$ cat src/rtl/hm_sched.sv
// Round-robin scheduler sharing one host-memory page-fetch engine between NREQ requesters.
// Grants a requester, issues page-aligned fetch starts, retries on timeout and reports done/error.
module hm_sched #(
  parameter int NREQ        = 4,
  parameter int MAX_RETRY   = 2,
  parameter int WDOG_CYCLES = 65535
) (
  input  logic                 trn_clk,
  input  logic                 trn_reset_n,
  input  logic                 trn_lnk_up_n,
  input  logic [NREQ-1:0]      req,
  input  logic [64*NREQ-1:0]   req_addr,
  output logic [NREQ-1:0]      ack,
  output logic [NREQ-1:0]      err,
  output logic                 busy,
  output logic [2:0]           grant_id,
  output logic                 hm_start,
  output logic [63:0]          hm_addr,
  input  logic                 hm_end,
  input  logic                 hm_tx_timeout,
  input  logic                 hm_rx_timeout,
  output logic [31:0]          stat_cpt_done,
  output logic [31:0]          stat_cpt_retry,
  output logic [31:0]          stat_cpt_err
);

  typedef enum logic [1:0] {S_IDLE = 2'd0, S_START = 2'd1, S_WAIT = 2'd2} state_e;

  state_e          state_q;
  logic [2:0]      ptr_q;
  logic [2:0]      grant_q;
  logic [7:0]      retry_q;
  logic [31:0]     wdog_q;
  logic            busy_q;
  logic            start_q;
  logic [63:0]     addr_q;
  logic [NREQ-1:0] ack_q;
  logic [NREQ-1:0] err_q;
  logic [31:0]     done_cnt_q;
  logic [31:0]     retry_cnt_q;
  logic [31:0]     err_cnt_q;

  logic            win_found_s;
  logic [2:0]      win_idx_s;
  logic [63:0]     win_addr_s;
  logic [2:0]      ptr_d;
  logic [NREQ-1:0] grant_onehot_s;
  logic            wait_ok_s;
  logic            wait_fail_s;
  logic            wait_retry_s;

  // Round-robin winner: first set req bit scanning upward from the pointer, wrapping.
  always_comb begin
    win_found_s = 1'b0;
    win_idx_s   = 3'd0;
    for (int i = 0; i < NREQ; i++) begin
      if (!win_found_s && req[(int'(ptr_q) + i) % NREQ]) begin
        win_found_s = 1'b1;
        win_idx_s   = 3'((int'(ptr_q) + i) % NREQ);
      end else begin
        win_found_s = win_found_s;
      end
    end
    win_addr_s = req_addr[int'(win_idx_s)*64 +: 64];
  end

  // Outcome of the current attempt while waiting on the engine.
  always_comb begin
    wait_ok_s    = 1'b0;
    wait_fail_s  = 1'b0;
    wait_retry_s = 1'b0;
    if (state_q != S_WAIT) begin
      wait_ok_s = 1'b0;
    end else if (trn_lnk_up_n) begin
      wait_fail_s = 1'b1;
    end else if (hm_end) begin
      wait_ok_s = 1'b1;
    end else if (hm_tx_timeout || hm_rx_timeout || (wdog_q == 32'(WDOG_CYCLES - 1))) begin
      if (retry_q < 8'(MAX_RETRY)) begin
        wait_retry_s = 1'b1;
      end else begin
        wait_fail_s = 1'b1;
      end
    end else begin
      wait_ok_s = 1'b0;
    end
    grant_onehot_s = {{(NREQ-1){1'b0}}, 1'b1} << grant_q;
    ptr_d          = (grant_q == 3'(NREQ - 1)) ? 3'd0 : grant_q + 3'd1;
  end

  // Scheduler FSM with all outputs registered.
  always_ff @(posedge trn_clk or negedge trn_reset_n) begin
    if (!trn_reset_n) begin
      state_q     <= S_IDLE;
      ptr_q       <= 3'd0;
      grant_q     <= 3'd0;
      retry_q     <= 8'd0;
      wdog_q      <= 32'd0;
      busy_q      <= 1'b0;
      start_q     <= 1'b0;
      addr_q      <= 64'd0;
      ack_q       <= '0;
      err_q       <= '0;
      done_cnt_q  <= 32'd0;
      retry_cnt_q <= 32'd0;
      err_cnt_q   <= 32'd0;
    end else begin
      ack_q   <= '0;
      err_q   <= '0;
      start_q <= 1'b0;
      case (state_q)
        S_IDLE: begin
          if (!trn_lnk_up_n && win_found_s) begin
            grant_q <= win_idx_s;
            addr_q  <= {win_addr_s[63:12], 12'h000};
            busy_q  <= 1'b1;
            retry_q <= 8'd0;
            state_q <= S_START;
          end
        end
        S_START: begin
          start_q <= 1'b1;
          wdog_q  <= 32'd0;
          state_q <= S_WAIT;
        end
        S_WAIT: begin
          if (wait_ok_s) begin
            ack_q      <= grant_onehot_s;
            done_cnt_q <= done_cnt_q + 32'd1;
            busy_q     <= 1'b0;
            ptr_q      <= ptr_d;
            state_q    <= S_IDLE;
          end else if (wait_fail_s) begin
            err_q     <= grant_onehot_s;
            err_cnt_q <= err_cnt_q + 32'd1;
            busy_q    <= 1'b0;
            ptr_q     <= ptr_d;
            state_q   <= S_IDLE;
          end else if (wait_retry_s) begin
            retry_q     <= retry_q + 8'd1;
            retry_cnt_q <= retry_cnt_q + 32'd1;
            state_q     <= S_START;
          end else begin
            wdog_q <= wdog_q + 32'd1;
          end
        end
        default: begin
          busy_q  <= 1'b0;
          state_q <= S_IDLE;
        end
      endcase
    end
  end

  assign ack            = ack_q;
  assign err            = err_q;
  assign busy           = busy_q;
  assign grant_id       = grant_q;
  assign hm_start       = start_q;
  assign hm_addr        = addr_q;
  assign stat_cpt_done  = done_cnt_q;
  assign stat_cpt_retry = retry_cnt_q;
  assign stat_cpt_err   = err_cnt_q;

endmodule

$ cat config.mk
export PLATFORM = sky130hd
export DESIGN_NAME = hm_sched
export DESIGN_NICKNAME = d
export VERILOG_FILES = /design/src/rtl/hm_sched.sv
export SDC_FILE = /design/constraint.sdc
export NUM_CORES = 1
export LEC_CHECK = 0
export BUFFER_PORTS_ARGS = -buffer_cell sky130_fd_sc_hd__buf_2
export CORE_AREA = 2 2 172 174
export CTS_CLUSTER_DIAMETER = 120
export CTS_CLUSTER_SIZE = 14
export DETAILED_ROUTE_END_ITERATION = 10
export DIE_AREA = 0 0 174 176
export GPL_TIMING_DRIVEN = 0
export SLEW_MARGIN = 20
export SYNTH_ARGS = -nofsm -noshare
export SYNTH_HDL_FRONTEND = slang
export SYNTH_SLANG_ARGS = --single-unit
$ cat constraint.sdc
create_clock -name trn_clk -period 2.76 [get_ports trn_clk]
set_input_delay 0.552 -clock trn_clk [delete_from_list [all_inputs] [get_ports trn_clk]]
set_output_delay 0.552 -clock trn_clk [all_outputs]
set_load 0.01 [all_outputs]
==> run summary, run 1 <==
## Run status
- **status** finished clean

## Final layout
- **leading cell type in the layout, fill and taps excluded** buf_2
- **commonest cells after routing, fill and taps aside** buf_2, dfrtp_1, mux2i_1
- **Filler Cells Inserted** 2789
- **fraction of layout instances using a drive strength above 1** 32.36%
- **total number of nets in the final design** 1716
- **total area of sequential cells** 5105 sq um
- **area growth from synthesis to final layout** 29.16%
- **area taken by multi-input logic gates** 5363 sq um

## Drt
- **per-cell routed wire length** 18.63 um
- **Detail Route Antenna Nets** 0
- **via count** 9668
- **Initial DRT Pass Iterations** 5
- **detailed-route DRC error count** 0
- **Vias/cell** 5.298
- **total routed wirelength** 33990 um
- **number of DRC violations after detailed-routing iteration 0** 605

## Floorplan
- **I/O Pins** 439
- **placeable core area** 28550 sq um
- **area of the die** 30620 sq um
- **Cell Rows** 62
- **Starting Density** 37.64%
- **floorplan die width** 174 um
- **vertical die dimension** 176 um

## Min path
- **beginning of the worst hold path** req_addr[17]
- **type of the tightest min-delay check** input pin to flip-flop
- **count of cells along the worst hold path** 3
- **Hold Crit Endpoint** hm_addr[17]

## Synthesis
- **cell types occupying the most area after synthesis** dfrtp_1, mux2i_1, xnor2_1
- **gate count of the mapped netlist** 1020
- **post-synthesis register bit count** 204
- **Syn Area/Cell** 10.53 sq um
- **Most used DFF post-synth** dfrtp_1
- **Yosys warning total** 0
- **post-synthesis cell type with the largest combined area** dfrtp_1
- **Netlist cell types** 61
- **portion of the post-synthesis area used by sequential elements** 47.51%
- **proportion of netlist area held by the largest area contributor** 47.51%
- **netlist area before placement** 10740 sq um
- **async set-or-reset flop fraction in the synthesized netlist** 100.0%
- **number of enable flip-flop cells after synthesis** 0

## Critical path
- **reg-to-reg critical path startpoint** wdog_q[4]
- **CP Capture Type** flip-flop
- **Critical Path Fanout Max** 10
- **depth of the worst register-to-register path** 7
- **WP data arrival** 3020 ps
- **register-to-register setup slack** 110 ps
- **Worst Setup Start Kind** flip-flop
- **Critical Path RT** 3130 ps
- **classification of the worst setup path** flip-flop to flip-flop
- **endpoint of the lowest-slack register-to-register path** busy

## STA
- **peak clock frequency supported by timing** 377.8 MHz
- **share of the cycle needed by the critical path after routing** 95.91%
- **Setup violations, final** 0
- **max_slew headroom** 37.12%
- **max-slew violation count** 0
- **min cycle time layout** 2647 ps
- **slew at the pin closest to its max-slew limit** 938.8 ps
- **total count of hold-check failures in the final report** 0
- **clock skew after layout** 28.15 ps
- **setup repair after global routing missed its margin** true
- **Total Neg Setup Slack** 0 ps

## Placement
- **HPWL after detailed placement** 26320 um
- **Final Wtd Congestion** 0.8290
- **input/output buffers** 377

## Global routing
- **number of antenna violations at the first check in global routing** 3
- **largest net degree at the start of global routing** 86
- **via count of the first global-routing pass** 9390
- **global-route usage over all layers** 21.29%
- **wire length of the first global-routing pass** 52630 um
- **total global routing overflow** 0

## Job
- **number of max-cap violations** 0

## Clock tree
- **clock root buffer** clkbuf_16
- **clk buf depth** 3
- **clk_lat worst skew** 500 ps
- **H-tree levels** 1
- **Reg clk slew, reported paths** 70 ps
- **total number of clock tree sinks** 204
- **CTS Buf Count** 18
- **CTS tree** built

## Pwr
- **Pleak** 6.747 nW
- **worst vdd ir** 0.3555 mV
- **Power, Total** 0.009445 W
- **power per standard cell area** 680.6 nW/um^2

## Yosys cell counts (all sizes together), types with 6 or more instances
master   count
dfrtp      204
mux2i      107
nand2       94
xnor2       80
o221ai      52
clkbuf      45
nand3       38
nand4       37
a21oi       32
or4         28
nor4        26
buf         25
inv         22
and2        20
nor2        20
o31ai       17
o211ai      16
o21ai       16
xor2        15
and3        13
and4        13
nor3        13
or3         13
o2111ai     11
ha          10
nand2b       6
nor2b        6
## layer usage
layer  vias to the layer above  share of wire, %  GRT usage (%)
li1                       4623                 -              -
met1                      4687                45          30.23
met2                       318                47          34.55
met3                        36               5.8          3.639
met4                         4               1.7          4.062
met5                         -             0.079              0
## timing repair
action,CTS,global route
endpoints found under the setup margin,79,83
gates resized for setup,6,22
hold endpoints to repair,36,0
hold buffers,1,0
pin swaps,1,2
buffers inserted,3,5
## state kept, by name, summed over array words and instances (netlist names), 2 cells and up
| signal | flops |
|---|---|
| stat_cpt_err | 32 |
| retry_q | 8 |
| err | 4 |
| ack | 4 |
| hm_addr | 52 |
| ptr_q | 2 |
| wdog_q | 32 |
| grant_id | 2 |
| stat_cpt_done | 32 |
| stat_cpt_retry | 32 |
| state_q | 2 |
## power by group
part	internal [W]	switching [W]	total [W]	leakage [nW]
registers	0.00349	0.000383	0.00387	2.72
clock network	0.00117	0.00110	0.00227	0.233
logic	0.00136	0.00194	0.00331	3.80
## worst max-delay path: stages, from the launching register on
cell	delay (ps)
dfrtp_1	410
nand4_2	250
or4_4	630
buf_6	170
nor3_4	330
clkbuf_4	280
o22ai_1	90
a311o_1	360
## per-stage QoR
| step | util [%] | instances | hold WS, ps | worst slack, ps | area (sq um) |
|---|---|---|---|---|---|
| 5_1_grt | 48.60 | 1824 | 369.6 | -4.529 | 13870 |
| 6_report | 48.61 | 1825 | 372.9 | 112.9 | 13880 |
| 4_1_cts | 48.18 | 1819 | 354.8 | -31.67 | 13750 |
| 2_1_floorplan | - | 1032 | 256.4 | 393.6 | 10790 |
| 3_5_place_dp | 46.31 | 1795 | 455.9 | -748.1 | 13220 |
| 3_3_place_gp | 46.09 | 1793 | 454.6 | -2436 | 13160 |
## worst max-delay path by stage
| stage | cells after the start | endpoint | from |
|---|---|---|---|
| floorplan | 5 | wdog_q[9] | hm_rx_timeout |
| finish | 7 | busy | wdog_q[4] |
| CTS | 6 | stat_cpt_done[22] | state_q[1] |
| global placement | 1 | hm_addr[33] | trn_reset_n |
| global route | 7 | busy | wdog_q[4] |
| detailed placement | 8 | hm_addr[27] | req[2] |
## area by class of cell
type                            instances  area share [%]
Antenna cell                            1         0.01803
Inverter                               22          0.5951
Tap cell                              384           3.462
Timing Repair Buffer                  388           14.57
Sequential cell                       204           36.79
Clock inverter                          2          0.1803
Clock buffer                           18           3.246
Multi-Input combinational cell        736           38.64
Buffer                                 70           2.498
## kinds of logic (layout without fill, tap and decap cells)
group | after synthesis | in the layout | share of synthesized area (%)
and+or+nand+nor | 337 | 337 | 17.36
muxes | 112 | 112 | 10.49
AOI/OAI and AO/OA | 169 | 169 | 11.86
buffers and inverters | 92 | 500 | 3.831
other | 1 | 14 | 0.03490
xor gates and xnor gates | 95 | 95 | 7.744
adders and majority gates | 10 | 10 | 1.165
DFF | 204 | 204 | 47.51
(Power assumes the default switching activity.)
==> run 2, diff against run 1 <==
--- a/config.mk
+++ b/config.mk
@@ -5,13 +5,15 @@
 export SDC_FILE = /design/constraint.sdc
 export NUM_CORES = 1
 export LEC_CHECK = 0
+export ABC_AREA = 1
 export BUFFER_PORTS_ARGS = -buffer_cell sky130_fd_sc_hd__buf_2
-export CORE_AREA = 2 2 172 174
+export CORE_ASPECT_RATIO = 0.75
+export CORE_UTILIZATION = 45
 export CTS_CLUSTER_DIAMETER = 120
 export CTS_CLUSTER_SIZE = 14
 export DETAILED_ROUTE_END_ITERATION = 10
-export DIE_AREA = 0 0 174 176
 export GPL_TIMING_DRIVEN = 0
+export PLACE_DENSITY = 0.72
 export SLEW_MARGIN = 20
 export SYNTH_ARGS = -nofsm -noshare
 export SYNTH_HDL_FRONTEND = slang
==> run 2 against run 1 <==
Largest cell class unchanged; global-route usage grew 7.1 points; core utilization grew 7.7 points; combinational power increased to 2.6 times the previous value; highest routed layer unchanged; setup slack improved by 180 ps; cell count rose by 53%; clock power up 4%; routed wire length up 32%; area after synthesis increased by 25%.
==> run summary, run 2 <==
## Run status
- **status** finished clean

## Placement
- **HPWL after detailed placement** 35670 um, +35%
- **input/output buffers** 377, unchanged
- **Final Wtd Congestion** 0.9739, +17%
- **number of placed instances, taps included** 2756, +54%

## Pwr
- **switching power share of the total** 49.17%, +13 points
- **Power, Total** 0.01524 W, +61%
- **worst vdd ir** 0.7118 mV, +100%
- **fraction of power consumed by the clock network** 15.4%, -8.6 points
- **reported net switching power** 0.007492 W, +120%
- **Comb pwr share** 57.5%, +22 points
- **Pleak** 9.256 nW, +37%
- **power per standard cell area** 927.0 nW/um^2, +36%
- **sequential cell fraction of total power** 27.1%, -14 points
- **Internal Pwr Total** 0.007745 W, +29%

## STA
- **slew at the pin closest to its max-slew limit** 835.6 ps, -103.1 ps
- **max_slew headroom** 43.78%, +6.7 points
- **Total Neg Setup Slack** 0 ps, unchanged
- **min cycle time layout** 2470 ps, -176.9 ps
- **peak clock frequency supported by timing** 404.8 MHz, +7.2%
- **max-slew violation count** 0, unchanged
- **share of the cycle needed by the critical path after routing** 89.50%, -6.4 points
- **Setup violations, final** 0, unchanged
- **setup repair after global routing missed its margin** false
- **total count of hold-check failures in the final report** 0, unchanged
- **clock skew after layout** 17.11 ps, -11.04 ps

## Floorplan
- **Cell Rows** 54, -13%
- **floorplan die width** 201.5 um, +16%
- **area of the die** 30560 sq um, -0.22%
- **vertical die dimension** 151.6 um, -14%
- **placeable core area** 29190 sq um, +2.2%
- **Starting Density** 46.03%, +8.4 points
- **I/O Pins** 439, unchanged

## Clock tree
- **total setup buffers inserted after CTS** 0, -3
- **H-tree levels** 1, unchanged
- **clk_lat worst skew** 500 ps, about the same
- **total number of clock tree sinks** 204, unchanged
- **Reg clk slew, reported paths** 70 ps, about the same
- **CTS tree** built
- **clock root buffer** clkbuf_16
- **CTS Buf Count** 18, unchanged
- **clk buf depth** 3, unchanged

## Global routing
- **global-route usage over all layers** 28.40%, +7.1 points
- **number of antenna violations at the first check in global routing** 7, +4
- **total global routing overflow** 0, unchanged
- **wire length of the first global-routing pass** 68740 um, +31%
- **largest net degree at the start of global routing** 90, +4.7%
- **via count of the first global-routing pass** 12930, +38%

## Drt
- **via count** 14140, +46%
- **Vias/cell** 5.076, -4.2%
- **per-cell routed wire length** 16.11 um, -13%
- **Detail Route Antenna Nets** 0, unchanged
- **total routed wirelength** 44880 um, +32%
- **Initial DRT Pass Iterations** 5, unchanged
- **number of DRC violations after detailed-routing iteration 0** 902, +49%
- **detailed-route DRC error count** 0, unchanged

## Final layout
- **Filler Cells Inserted** 2916, +4.6%
- **fraction of layout instances using a drive strength above 1** 20.46%, -12 points
- **Largest register FFs** 52, unchanged
- **total area of sequential cells** 5105 sq um, unchanged
- **final standard cell count with taps included and fillers excluded** 2785, +53%
- **leading cell type in the layout, fill and taps excluded** nand2_1
- **commonest cells after routing, fill and taps aside** nand2_1, buf_2, inv_1
- **area taken by multi-input logic gates** 6870 sq um, +28%
- **total number of nets in the final design** 2661, +55%
- **area growth from synthesis to final layout** 22.35%
- **fin util** 56.31%, +7.7 points

## Synthesis
- **cell types occupying the most area after synthesis** dfrtp_1, nand2_1, nand3_1
- **proportion of netlist area held by the largest area contributor** 38.00%, -9.5 points
- **async set-or-reset flop fraction in the synthesized netlist** 100.0%, unchanged
- **post-synthesis register bit count** 204, unchanged
- **cell types with the highest counts after synthesis** nand2_1, inv_1, nand3_1
- **cell with the most instances after synthesis** nand2_1
- **post-synthesis cell type with the largest combined area** dfrtp_1
- **number of enable flip-flop cells after synthesis** 0, unchanged
- **Most used DFF post-synth** dfrtp_1
- **Syn Area/Cell** 6.809 sq um, -35%
- **netlist area before placement** 13430 sq um, +25%
- **Netlist cell types** 35, -43%
- **portion of the post-synthesis area used by sequential elements** 38.00%, -9.5 points
- **gate count of the mapped netlist** 1973, +93%
- **Yosys warning total** 0, unchanged

## Critical path
- **Worst Setup Start Kind** flip-flop
- **CP Capture Type** flip-flop
- **Critical Path Fanout Max** 10, unchanged
- **Critical Path RT** 3150 ps, +20 ps
- **classification of the worst setup path** flip-flop to flip-flop
- **WP data arrival** 2860 ps, -160 ps

## Min path
- **type of the tightest min-delay check** input pin to flip-flop

## Job
- **number of max-cap violations** 0, unchanged

==> run 2: cell types whose count changed after synthesis, sizes merged, moves of 41 or more <==
cell / delta
inv: +240
nand3b: +54
buf: +45
xnor2: -45
xor2: +58
nand3: +206
mux2i: -107
nor2: +118
o221ai: -52
nand2: +601
nor3: +41
==> run 2: through the flow <==
step / setup WS (ps) / hold slack, ps / area (sq um)
after floorplan: 841.9 / 256.4 / 13480
final: 289.7 / 428.5 / 16440
after global routing: 33.28 / 462.1 / 16430
after detailed placement: 52.91 / 454.3 / 15920
after CTS: 207.7 / 419.0 / 16420
after global placement: -2353 / 452.4 / 15860
==> run 2: what timing repair did <==
item,in CTS,in global routing
resized for setup,0,2
hold endpoints to repair,46,0
endpoints found under the setup margin,0,3
hold buffers,1,0
==> run 2: power groups by stage <==
stage,Combinational [W],Sequential [W],Clock [W]
finish,0.00876,0.00413,0.00235
detailed placement,0.00869,0.00415,0
global placement,0.00850,0.00415,0
floorplan,0.00560,0.00430,0
global route,0.00970,0.00420,0.00250
CTS,0.00871,0.00412,0.00241
==> run 2: layout make-up <==
type | instances | share of cell area [%]
sequential | 204 | 31.06
clock inverter | 1 | 0.05328
antenna | 8 | 0.1218
buffer | 93 | 3.174
multi-input combinational | 1426 | 41.80
inverter | 262 | 5.983
clock buffer | 19 | 2.893
tap | 392 | 2.984
timing repair buffer | 380 | 11.94
==> run 2: worst max-delay path, stage by stage, from the launching register on <==
cell and delay, ps:
dfrtp_1 400, buf_4 180, nand2_1 90, nand3_1 110, nand2_2 130, a21oi_1 50
nand2_1 300, buf_2 340, buf_2 350, nand3_1 130, nand3_1 100, nand2_1 70
nand2_1 60, nand2_1 50
==> run 2: cell families after synthesis <==
kind of cell / after synthesis / share of synthesized area, %
adder cells (fa/ha/maj): 10 / 0.9314
XOR/XNOR: 108 / 7.041
buffers and inverters: 355 / 11.19
AND/OR/NAND/NOR: 1240 / 40.54
AO/OA/AOI/OAI: 55 / 2.263
other: 1 / 0.02791
flip-flops: 204 / 38.00
==> run 2: metal layers <==
| metal | routed length (um) | vias to the layer above | share of wire [%] | global-route usage (%) |
|---|---|---|---|---|
| met5 | 10 | - | 0.022 | 0 |
| met4 | 1216 | 2 | 2.7 | 8.674 |
| met3 | 3167 | 77 | 7.1 | 3.828 |
| met2 | 19990 | 576 | 45 | 44.74 |
| met1 | 20500 | 6523 | 46 | 40.60 |
| li1 | - | 6958 | - | - |
==> run 2: final timing paths <==
kind                                    from          endpoint  slack, ps  cells after the start
worst min register to register    retry_q[4]        retry_q[4]        470                      2
worst max register to register      ptr_q[0]       hm_addr[56]        290                     13
worst max-delay path                ptr_q[0]       hm_addr[56]        290                     13
worst min-delay path            req_addr[62]       hm_addr[62]        430                      5
max in group asynchronous        trn_reset_n       hm_addr[36]       1070                      4
min in group asynchronous        trn_reset_n  stat_cpt_err[11]        530                      2
